## config.mk

```make
export PLATFORM = sky130hd
export DESIGN_NAME = alufpu_arbiter
export DESIGN_NICKNAME = d
export VERILOG_FILES = /design/src/rtl/alufpu_arbiter.sv
export SDC_FILE = /design/constraint.sdc
export NUM_CORES = 1
export LEC_CHECK = 0
export ABC_CLOCK_PERIOD_IN_PS = 1490
export CORE_AREA = 3 3 147 149
export CTS_BUF_LIST = sky130_fd_sc_hd__clkbuf_16
export DETAILED_ROUTE_END_ITERATION = 12
export DIE_AREA = 0 0 150 152
export GPL_TIMING_DRIVEN = 0
export HOLD_SLACK_MARGIN = 0.02
export PLACE_DENSITY = 0.79
export SLEW_MARGIN = 30
export SYNTH_ARGS = -nofsm -noshare
export SYNTH_HDL_FRONTEND = slang
export SYNTH_SLANG_ARGS = --single-unit
```

## constraint.sdc

```tcl
create_clock -name clk -period 1.49 [get_ports clk]
set_input_delay 0.298 -clock clk [delete_from_list [all_inputs] [get_ports clk]]
set_output_delay 0.298 -clock clk [all_outputs]
set_load 0.01 [all_outputs]
```

## src/rtl/alufpu_arbiter.sv

```systemverilog
// alufpu_arbiter
// Shares a single combinational alufpu between two requesters.
// Round-robin arbitration in IDLE, one transaction in flight:
//   IDLE -> accept one request, latch its operation
//   EXEC -> drive latched operation onto the alufpu buses, capture result
//   RESP -> present result to the owner until it is consumed
// Ports:
//   clk, rst_n                       clock, async active-low reset
//   reqN_valid/ready                 request handshake (N = 0, 1)
//   reqN_a/b/aluctrl/fp/fpuctrl      request operation
//   rspN_valid/ready                 response handshake
//   rsp_data, rsp_branch             registered shared result
//   busA/busB/ALUctrl                alufpu integer inputs
//   fbusA/fbusB/FPUctrl              alufpu floating-point inputs
//   ALUout/FPUout/branch             alufpu results
module alufpu_arbiter #(
  parameter int DATA_W = 32,
  parameter int CTRL_W = 4
) (
  input  logic              clk,
  input  logic              rst_n,
  input  logic              req0_valid,
  output logic              req0_ready,
  input  logic [DATA_W-1:0] req0_a,
  input  logic [DATA_W-1:0] req0_b,
  input  logic [CTRL_W-1:0] req0_aluctrl,
  input  logic              req0_fp,
  input  logic              req0_fpuctrl,
  input  logic              req1_valid,
  output logic              req1_ready,
  input  logic [DATA_W-1:0] req1_a,
  input  logic [DATA_W-1:0] req1_b,
  input  logic [CTRL_W-1:0] req1_aluctrl,
  input  logic              req1_fp,
  input  logic              req1_fpuctrl,
  output logic              rsp0_valid,
  input  logic              rsp0_ready,
  output logic              rsp1_valid,
  input  logic              rsp1_ready,
  output logic [DATA_W-1:0] rsp_data,
  output logic              rsp_branch,
  output logic [DATA_W-1:0] busA,
  output logic [DATA_W-1:0] busB,
  output logic [DATA_W-1:0] fbusA,
  output logic [DATA_W-1:0] fbusB,
  output logic [CTRL_W-1:0] ALUctrl,
  output logic              FPUctrl,
  input  logic [DATA_W-1:0] ALUout,
  input  logic [DATA_W-1:0] FPUout,
  input  logic              branch
);

  typedef enum logic [1:0] {
    IDLE,
    EXEC,
    RESP
  } state_t;

  state_t              state, state_nx;
  logic                last_grant;
  logic                owner;
  logic [DATA_W-1:0]   op_a, op_b;
  logic [CTRL_W-1:0]   op_aluctrl;
  logic                op_fp;
  logic                op_fpuctrl;
  logic                grant0, grant1;
  logic                accept;
  logic                drive;
  logic                rsp_done;

  // Grant: lone requester wins; on a tie the one that did not win last.
  // Ready is also qualified by rst_n so it reads 0 while reset is held.
  always_comb begin
    grant0 = 1'b0;
    grant1 = 1'b0;
    if (state == IDLE && rst_n) begin
      if (req0_valid && (!req1_valid || last_grant))
        grant0 = 1'b1;
      else if (req1_valid)
        grant1 = 1'b1;
    end
  end

  assign accept     = grant0 | grant1;
  assign req0_ready = grant0;
  assign req1_ready = grant1;

  assign rsp_done   = owner ? rsp1_ready : rsp0_ready;

  always_comb begin
    state_nx = state;
    case (state)
      IDLE:    if (accept)   state_nx = EXEC;
      EXEC:                  state_nx = RESP;
      RESP:    if (rsp_done) state_nx = IDLE;
      default:               state_nx = IDLE;
    endcase
  end

  always_ff @(posedge clk or negedge rst_n) begin
    if (!rst_n) state <= IDLE;
    else        state <= state_nx;
  end

  always_ff @(posedge clk or negedge rst_n) begin
    if (!rst_n) begin
      last_grant <= 1'b1;
      owner      <= 1'b0;
      op_a       <= '0;
      op_b       <= '0;
      op_aluctrl <= '0;
      op_fp      <= 1'b0;
      op_fpuctrl <= 1'b0;
      rsp_data   <= '0;
      rsp_branch <= 1'b0;
    end else begin
      if (accept) begin
        owner      <= grant1;
        last_grant <= grant1;
        op_a       <= grant1 ? req1_a       : req0_a;
        op_b       <= grant1 ? req1_b       : req0_b;
        op_aluctrl <= grant1 ? req1_aluctrl : req0_aluctrl;
        op_fp      <= grant1 ? req1_fp      : req0_fp;
        op_fpuctrl <= grant1 ? req1_fpuctrl : req0_fpuctrl;
      end
      if (state == EXEC) begin
        rsp_data   <= op_fp ? FPUout : ALUout;
        rsp_branch <= op_fp ? 1'b0 : branch;
      end
    end
  end

  // Buses carry the latched operation through EXEC and RESP, zero in IDLE.
  assign drive   = (state != IDLE);
  assign busA    = (drive && !op_fp) ? op_a       : '0;
  assign busB    = (drive && !op_fp) ? op_b       : '0;
  assign ALUctrl = (drive && !op_fp) ? op_aluctrl : '0;
  assign fbusA   = (drive &&  op_fp) ? op_a       : '0;
  assign fbusB   = (drive &&  op_fp) ? op_b       : '0;
  assign FPUctrl = drive && op_fp && op_fpuctrl;

  assign rsp0_valid = (state == RESP) && !owner;
  assign rsp1_valid = (state == RESP) &&  owner;

endmodule
```

==> results of run 1 <==
[metal layers]
metal	vias up	global-route usage, %	wire length [um]
met2	287	41.5	14300
met1	3102	28.2	10800
met5	-	0	0
met3	30	4.92	2060
li1	2909	-	-
met4	0	6.01	507
[through the flow]
step	hold slack, ps	worst slack (ps)	area [um^2]	setup TNS [ps]	total power [W]
floorplan	2.41	-17.1	5760	-854	0.00917
global placement	461	-5060	9900	-922030	0.0139
detailed placement	237	-1470	9930	-202810	0.0141
CTS	50.9	-614	11400	-105130	0.0192
global route	62.8	-676	11800	-108130	0.0207
finish	64.6	-587	11800	-91670	0.0196
[power by group]
part           internal (W)  switching (W)
Sequential          0.00429        0.00111
Combinational       0.00706        0.00476
Clock               0.00117        0.00119
[final cells by class]
cell class / count / area, um^2
Fill cell: 1714 / 8540
Timing Repair Buffer: 443 / 4770
Multi-Input combinational cell: 392 / 3030
Sequential cell: 107 / 2680
Buffer: 54 / 646
Tap cell: 270 / 338
Clock buffer: 9 / 225
Clock inverter: 7 / 58.8
Inverter: 2 / 7.51
Antenna cell: 3 / 7.51
[synthesized netlist by cell type]
| cell | number | area share, % |
|---|---|---|
| a31oi_1 | 1 | 0.11 |
| dfrtp_1 | 106 | 46 |
| mux2i_1 | 32 | 5.6 |
| nand2b_1 | 4 | 0.43 |
| nor2_1 | 4 | 0.26 |
| and3_1 | 70 | 7.6 |
| a21oi_1 | 1 | 0.087 |
| clkbuf_2 | 11 | 0.96 |
| a21o_1 | 1 | 0.13 |
| dfstp_2 | 1 | 0.46 |
| nor4bb_1 | 1 | 0.17 |
| inv_1 | 2 | 0.13 |
| buf_2 | 9 | 0.78 |
| and3_4 | 1 | 0.20 |
| nor2b_1 | 1 | 0.11 |
| o21ai_2 | 1 | 0.15 |
| nor3b_4 | 1 | 0.33 |
| a221o_1 | 70 | 12 |
| o21ai_0 | 34 | 3.0 |
| clkbuf_1 | 20 | 1.3 |
| buf_6 | 15 | 2.9 |
| mux2_2 | 1 | 0.20 |
| and2_1 | 134 | 15 |
| nand2_1 | 35 | 2.3 |
[cell usage in the layout (no fill, tap or decap), drive strengths merged, types with 2 or more instances in the layout]
cell           Yosys  routed
mux2i             32      32
nand2b             4       4
clkinvlp           0       2
bufbuf             0       2
dlygate4sd3        0       2
buf               24     206
dfrtp            106     106
and3              71      71
nor2               4       4
inv                2       6
clkdlybuf4s50      0     209
and2             134     134
diode              0       3
nand2             35      35
o21ai             35      35
clkdlybuf4s15      0      12
dlymetal6s2s       0      33
a221o             70      70
clkbuf            31      42
[what timing repair did]
item | in CTS | in global routing
hold endpoints to repair | 76 | 0
hold buffers | 7 | 0
resized for setup | 765 | 142
pin swaps | 56 | 4
setup endpoints to repair | 243 | 276
gates cloned | 15 | 0
setup buffers | 39 | 4
[worst reg2reg max path: stages, from the launching register on]
cell and delay, ps:
dfrtp_2 430, buf_4 160, nor3b_4 180, buf_4 140, buf_4 130, o21ai_4 110, buf_12 170, buf_6 140
a221o_1 310
[sequential cells by signal, summed over array words and instances (netlist names)]
signal and cells:
op_b 32, op_fp 1, rsp_branch 1, state 2, owner 1, rsp_data 32
op_fpuctrl 1, last_grant 1, op_a 32, op_aluctrl 4
[how the worst max path moves through the flow]
stage,startpoint,to,slack (ps),cells past startpoint
global route,op_fp,fbusB[9],-680,7
finish,state[1],fbusA[30],-590,7
detailed placement,rst_n,req0_ready,-1470,7
floorplan,op_fp,fbusA[12],-20,5
CTS,state[1],fbusA[30],-610,7
global placement,rst_n,req0_ready,-5060,6
[cell families after synthesis]
| family | after synthesis |
|---|---|
| DFF | 107 |
| muxes | 33 |
| AOI/OAI and AO/OA | 108 |
| and+or+nand+nor | 251 |
| buffers and inverters | 57 |
==> results.cfg, run 1 <==
[clocking]
clk-insertion-delay-late_ps = 350
cts_inserted_buffers = 9
root_buffer = clkbuf_16
htree_levels = 3
cts.sinks = 107
clockBufferDepth = 2
tritoncts = done
path_clk_slew_ps = 80

[drt]
wl_per_cell_um = 21.5
via_per_inst = 4.92
drtIter0Drc = 349
drc = 0
num_vias = 6328
routed_wl_mm = 27.7
detail_route.first_pass.iterations = 5
ant_nets = 0

[timing]
rsz0062_at_grt = true
finalCritPeriodShare_pct = 139
clock.fmax_mhz = 482
tightest_slew_ps = 370
period_minus_slack_ps = 2080
setup_violations = 208
drv_slew = 0
fin_worst_skew_ps = 11.4
max_slew_margin_pct = 75.3
fin_ws_ps = -587
finalHoldViolCount = 0

[synth]
synthXorXnorAreaFrac_pct = 0
synth_compound_area_share_pct = 15.6
synthCells = 556
synthesis.nets = 767
yosys_register_bits = 107
synthMuxAreaShare_pct = 5.76
synth_top_family_by_area = simple AND/OR/NAND/NOR gates
synth_cell_types = 24
synth_area_per_cell_um2 = 10.3
yosys.area_share.adder_pct = 0
yosysSeqAreaShare_pct = 46.6
yosys.area_share.simple_pct = 26.0
syn_area_um2 = 5750
synth_warnings = 0

[global_route]
grt_pass1_vias = 6543
grt.total_usage_pct = 23.2
grt_overflow = 0
antenna_found_initial = 1
grt_pass1_wl_mm = 40.3
grt_start_max_net_pins = 31

[pwr]
power.density_nw_per_um2 = 1660
leakage_nw = 5.93
ir_drop_mv = 0.788

[job]
drv_cap = 0

[floorplan]
dieArea_um2 = 22800
die_w_um = 150
rows = 52
die_h_um = 152
pin_count = 381
coreArea_um2 = 20300
start_util_pct = 28.3

[critical_path]
critPathCaptureType = output pin
rr_endpoint = op_a[2]
critPathArrivalTime_ps = 1780
crit_type = reg -> out
rr_worst_depth = 8
max_stage_delay_ps = 430
required_ps = 1190
cp-start-kind = register
r2r-start = state[1]
crit_slowest_cell = dfrtp_2
cp_cell_sequence = nor2_4 > nor2b_4 > clkbuf_16 > buf_8 > clkbuf_16 > and2_4 > buf_6
crit_family = buffers and inverters
crit_buf_inv = 4
crit_fanout = 5
r2r_setup_slack_ps = -400
cpMostUsedCell = clkbuf_16

[cells_and_area]
fin_nets = 1220
area_growth_pct = 104
final_cells = 1287
finish.utilization_pct = 58.0
post_route_cells_drive_above_1_share_pct = 36.3

[place]
dpl.hpwl_mm = 19.6
place.gp.congestion = 0.803
io_buffers = 380
dp_cells = 1207

[run_status]
status = finished with violations
violations = setup timing

[min_path]
hp-class = in -> async
Power figures use the tool's default switching activity.
==> run 2: changes to the inputs <==
--- a/config.mk
+++ b/config.mk
@@ -8,6 +8,7 @@
 export ABC_CLOCK_PERIOD_IN_PS = 1490
 export CORE_AREA = 3 3 147 149
 export CTS_BUF_LIST = sky130_fd_sc_hd__clkbuf_16
+export CTS_CLUSTER_SIZE = 40
 export DETAILED_ROUTE_END_ITERATION = 12
 export DIE_AREA = 0 0 150 152
 export GPL_TIMING_DRIVEN = 0
==> results of run 2 <==
The final DEF is identical to that of run 1; final timing and power are the same.
==> run 3: changes to the inputs <==
--- a/config.mk
+++ b/config.mk
@@ -6,11 +6,11 @@
 export NUM_CORES = 1
 export LEC_CHECK = 0
 export ABC_CLOCK_PERIOD_IN_PS = 1490
-export CORE_AREA = 3 3 147 149
+export CORE_AREA = 2 2 146 148
 export CTS_BUF_LIST = sky130_fd_sc_hd__clkbuf_16
 export CTS_CLUSTER_SIZE = 40
 export DETAILED_ROUTE_END_ITERATION = 12
-export DIE_AREA = 0 0 150 152
+export DIE_AREA = 0 0 148 150
 export GPL_TIMING_DRIVEN = 0
 export HOLD_SLACK_MARGIN = 0.02
 export PLACE_DENSITY = 0.79
==> run 3 against run 2 <==
Against the previous run: highest routed layer unchanged; global-route usage shrank 0.84 points; non-clock buffer count grew 8; utilization shrank 2.0 points; clock skew shrank 0.62 ps; combinational power is essentially flat; register-to-register slack lost 70 ps; maximum frequency shrank 4.6%; the flow finishes with violations (hold timing, setup timing).
==> results.cfg, run 3 (synthesis gave the netlist of run 1 again) <==
[run_status]
status = finished with violations
violations = hold timing, setup timing

[clocking]
clockBufferDepth = 2
clk-insertion-delay-late_ps = 350
tritoncts = done
cts.sinks = 107
htree_levels = 3
cts_inserted_buffers = 9
path_clk_slew_ps = 80
root_buffer = clkbuf_16

[critical_path]
critPathArrivalTime_ps = 1880
r2r_setup_slack_ps = -470
critPathCaptureType = output pin
required_ps = 1190
cp-start-kind = register
crit_type = reg -> out
rr_worst_depth = 8
rr_endpoint = op_a[29]
r2r-start = state[0]
crit_fanout = 6

[floorplan]
dieArea_um2 = 22200
start_util_pct = 27.8
die_w_um = 148
die_h_um = 150
rows = 53
coreArea_um2 = 20700
pin_count = 381

[cells_and_area]
nFillCells = 1798
regArea_um2 = 2680
largestRegisters = op_a x32, op_b x32, rsp_data x32
final_common_cell = clkdlybuf4s50_1
post_route_cells_drive_above_1_share_pct = 36.3
fin_nets = 1230
multi_input_area_um2 = 3030
final_cells = 1299
area_growth_pct = 101
layout_common_cells = clkdlybuf4s50_1, buf_6, dfrtp_1

[place]
io_buffers = 380
dpl.hpwl_mm = 18.7
dp_slack_ps = -1300
dp_cells = 1212
place.gp.congestion = 0.835

[timing]
setup_violations = 210
period_minus_slack_ps = 2180
finalCritPeriodShare_pct = 146
timing.hold.ws_ps = -143
clock.fmax_mhz = 460
rsz0062_at_grt = true
tightest_slew_ps = 547
fin_worst_skew_ps = 10.8
drv_slew = 0
finalHoldViolCount = 54
fin_ws_ps = -686
max_slew_margin_pct = 63.5

[drt]
ant_nets = 0
routed_wl_mm = 27.0
drc = 0
num_vias = 6443
detail_route.first_pass.iterations = 5
wl_per_cell_um = 20.8
via_per_inst = 4.96
drtIter0Drc = 295

[global_route]
grt_start_max_net_pins = 59
antenna_found_initial = 2
grt_pass1_wl_mm = 37.7
grt.total_usage_pct = 22.4
grt_overflow = 0
grt_pass1_vias = 6443

[pwr]
ir_drop_mv = 0.763
p_total_w = 0.0194
power.density_nw_per_um2 = 1680
leakage_nw = 5.90

[job]
drv_cap = 0

[min_path]
hp-class = in -> async
run 3: report_power, final:
group          switching (W)  total [W]  internal [W]
logic                0.00475     0.0115       0.00670
clock network        0.00113    0.00259       0.00146
registers            0.00111    0.00541       0.00429
run 3: worst max-delay path by stage:
stage | depth (start not counted) | to | startpoint | slack [ps]
final | 8 | ALUctrl[2] | op_fp | -690
after global routing | 8 | ALUctrl[2] | op_fp | -740
after CTS | 5 | fbusA[10] | op_fp | -820
after detailed placement | 6 | fbusA[28] | op_fp | -1300
after global placement | 6 | req0_ready | rst_n | -5160
after floorplan | 5 | fbusA[12] | op_fp | -20
run 3: worst max-delay path, cell delays in order, from the launching register on:
cell and delay, ps:
dfrtp_1 370, buf_6 140, nor2_4 240, buf_8 160, buf_6 120, clkbuf_8 150, buf_6 100, and2_4 140
buf_6 100
run 3: metrics by stage:
| stage | setup TNS (ps) | hold WS (ps) | cell area (um^2) | util [%] |
|---|---|---|---|---|
| 2_1_floorplan | -854 | 2.41 | 5760 | - |
| 3_3_place_gp | -926770 | 464 | 9900 | 47.9 |
| 3_5_place_dp | -175420 | 256 | 9940 | 48.0 |
| 4_1_cts | -106710 | -126 | 10800 | 52.2 |
| 5_1_grt | -108600 | -116 | 11600 | 56.0 |
| 6_report | -95770 | -143 | 11600 | 56.0 |
run 3: timing repair:
item | in CTS | in global routing
gates cloned | 9 | 8
hold endpoints to repair | 54 | 54
pin swaps | 30 | 11
endpoints found under the setup margin | 252 | 275
setup buffers | 38 | 29
gates resized for setup | 606 | 322
run 3: final cells by class:
cell class	count	area share, %
Clock inverter	5	0.692
Antenna cell	2	0.0432
Timing Repair Buffer	453	39.8
Sequential cell	107	23.2
Inverter	2	0.0648
Tap cell	275	2.97
Clock buffer	9	1.95
Buffer	52	5.11
Multi-Input combinational cell	394	26.2
run 3: metal layers:
layer	global-route usage, %	vias up	wire, um
met4	7.76	0	634
met2	38.9	311	13700
met5	0	-	0
met3	5.15	40	2020
met1	27.2	3167	10700
li1	-	2925	-
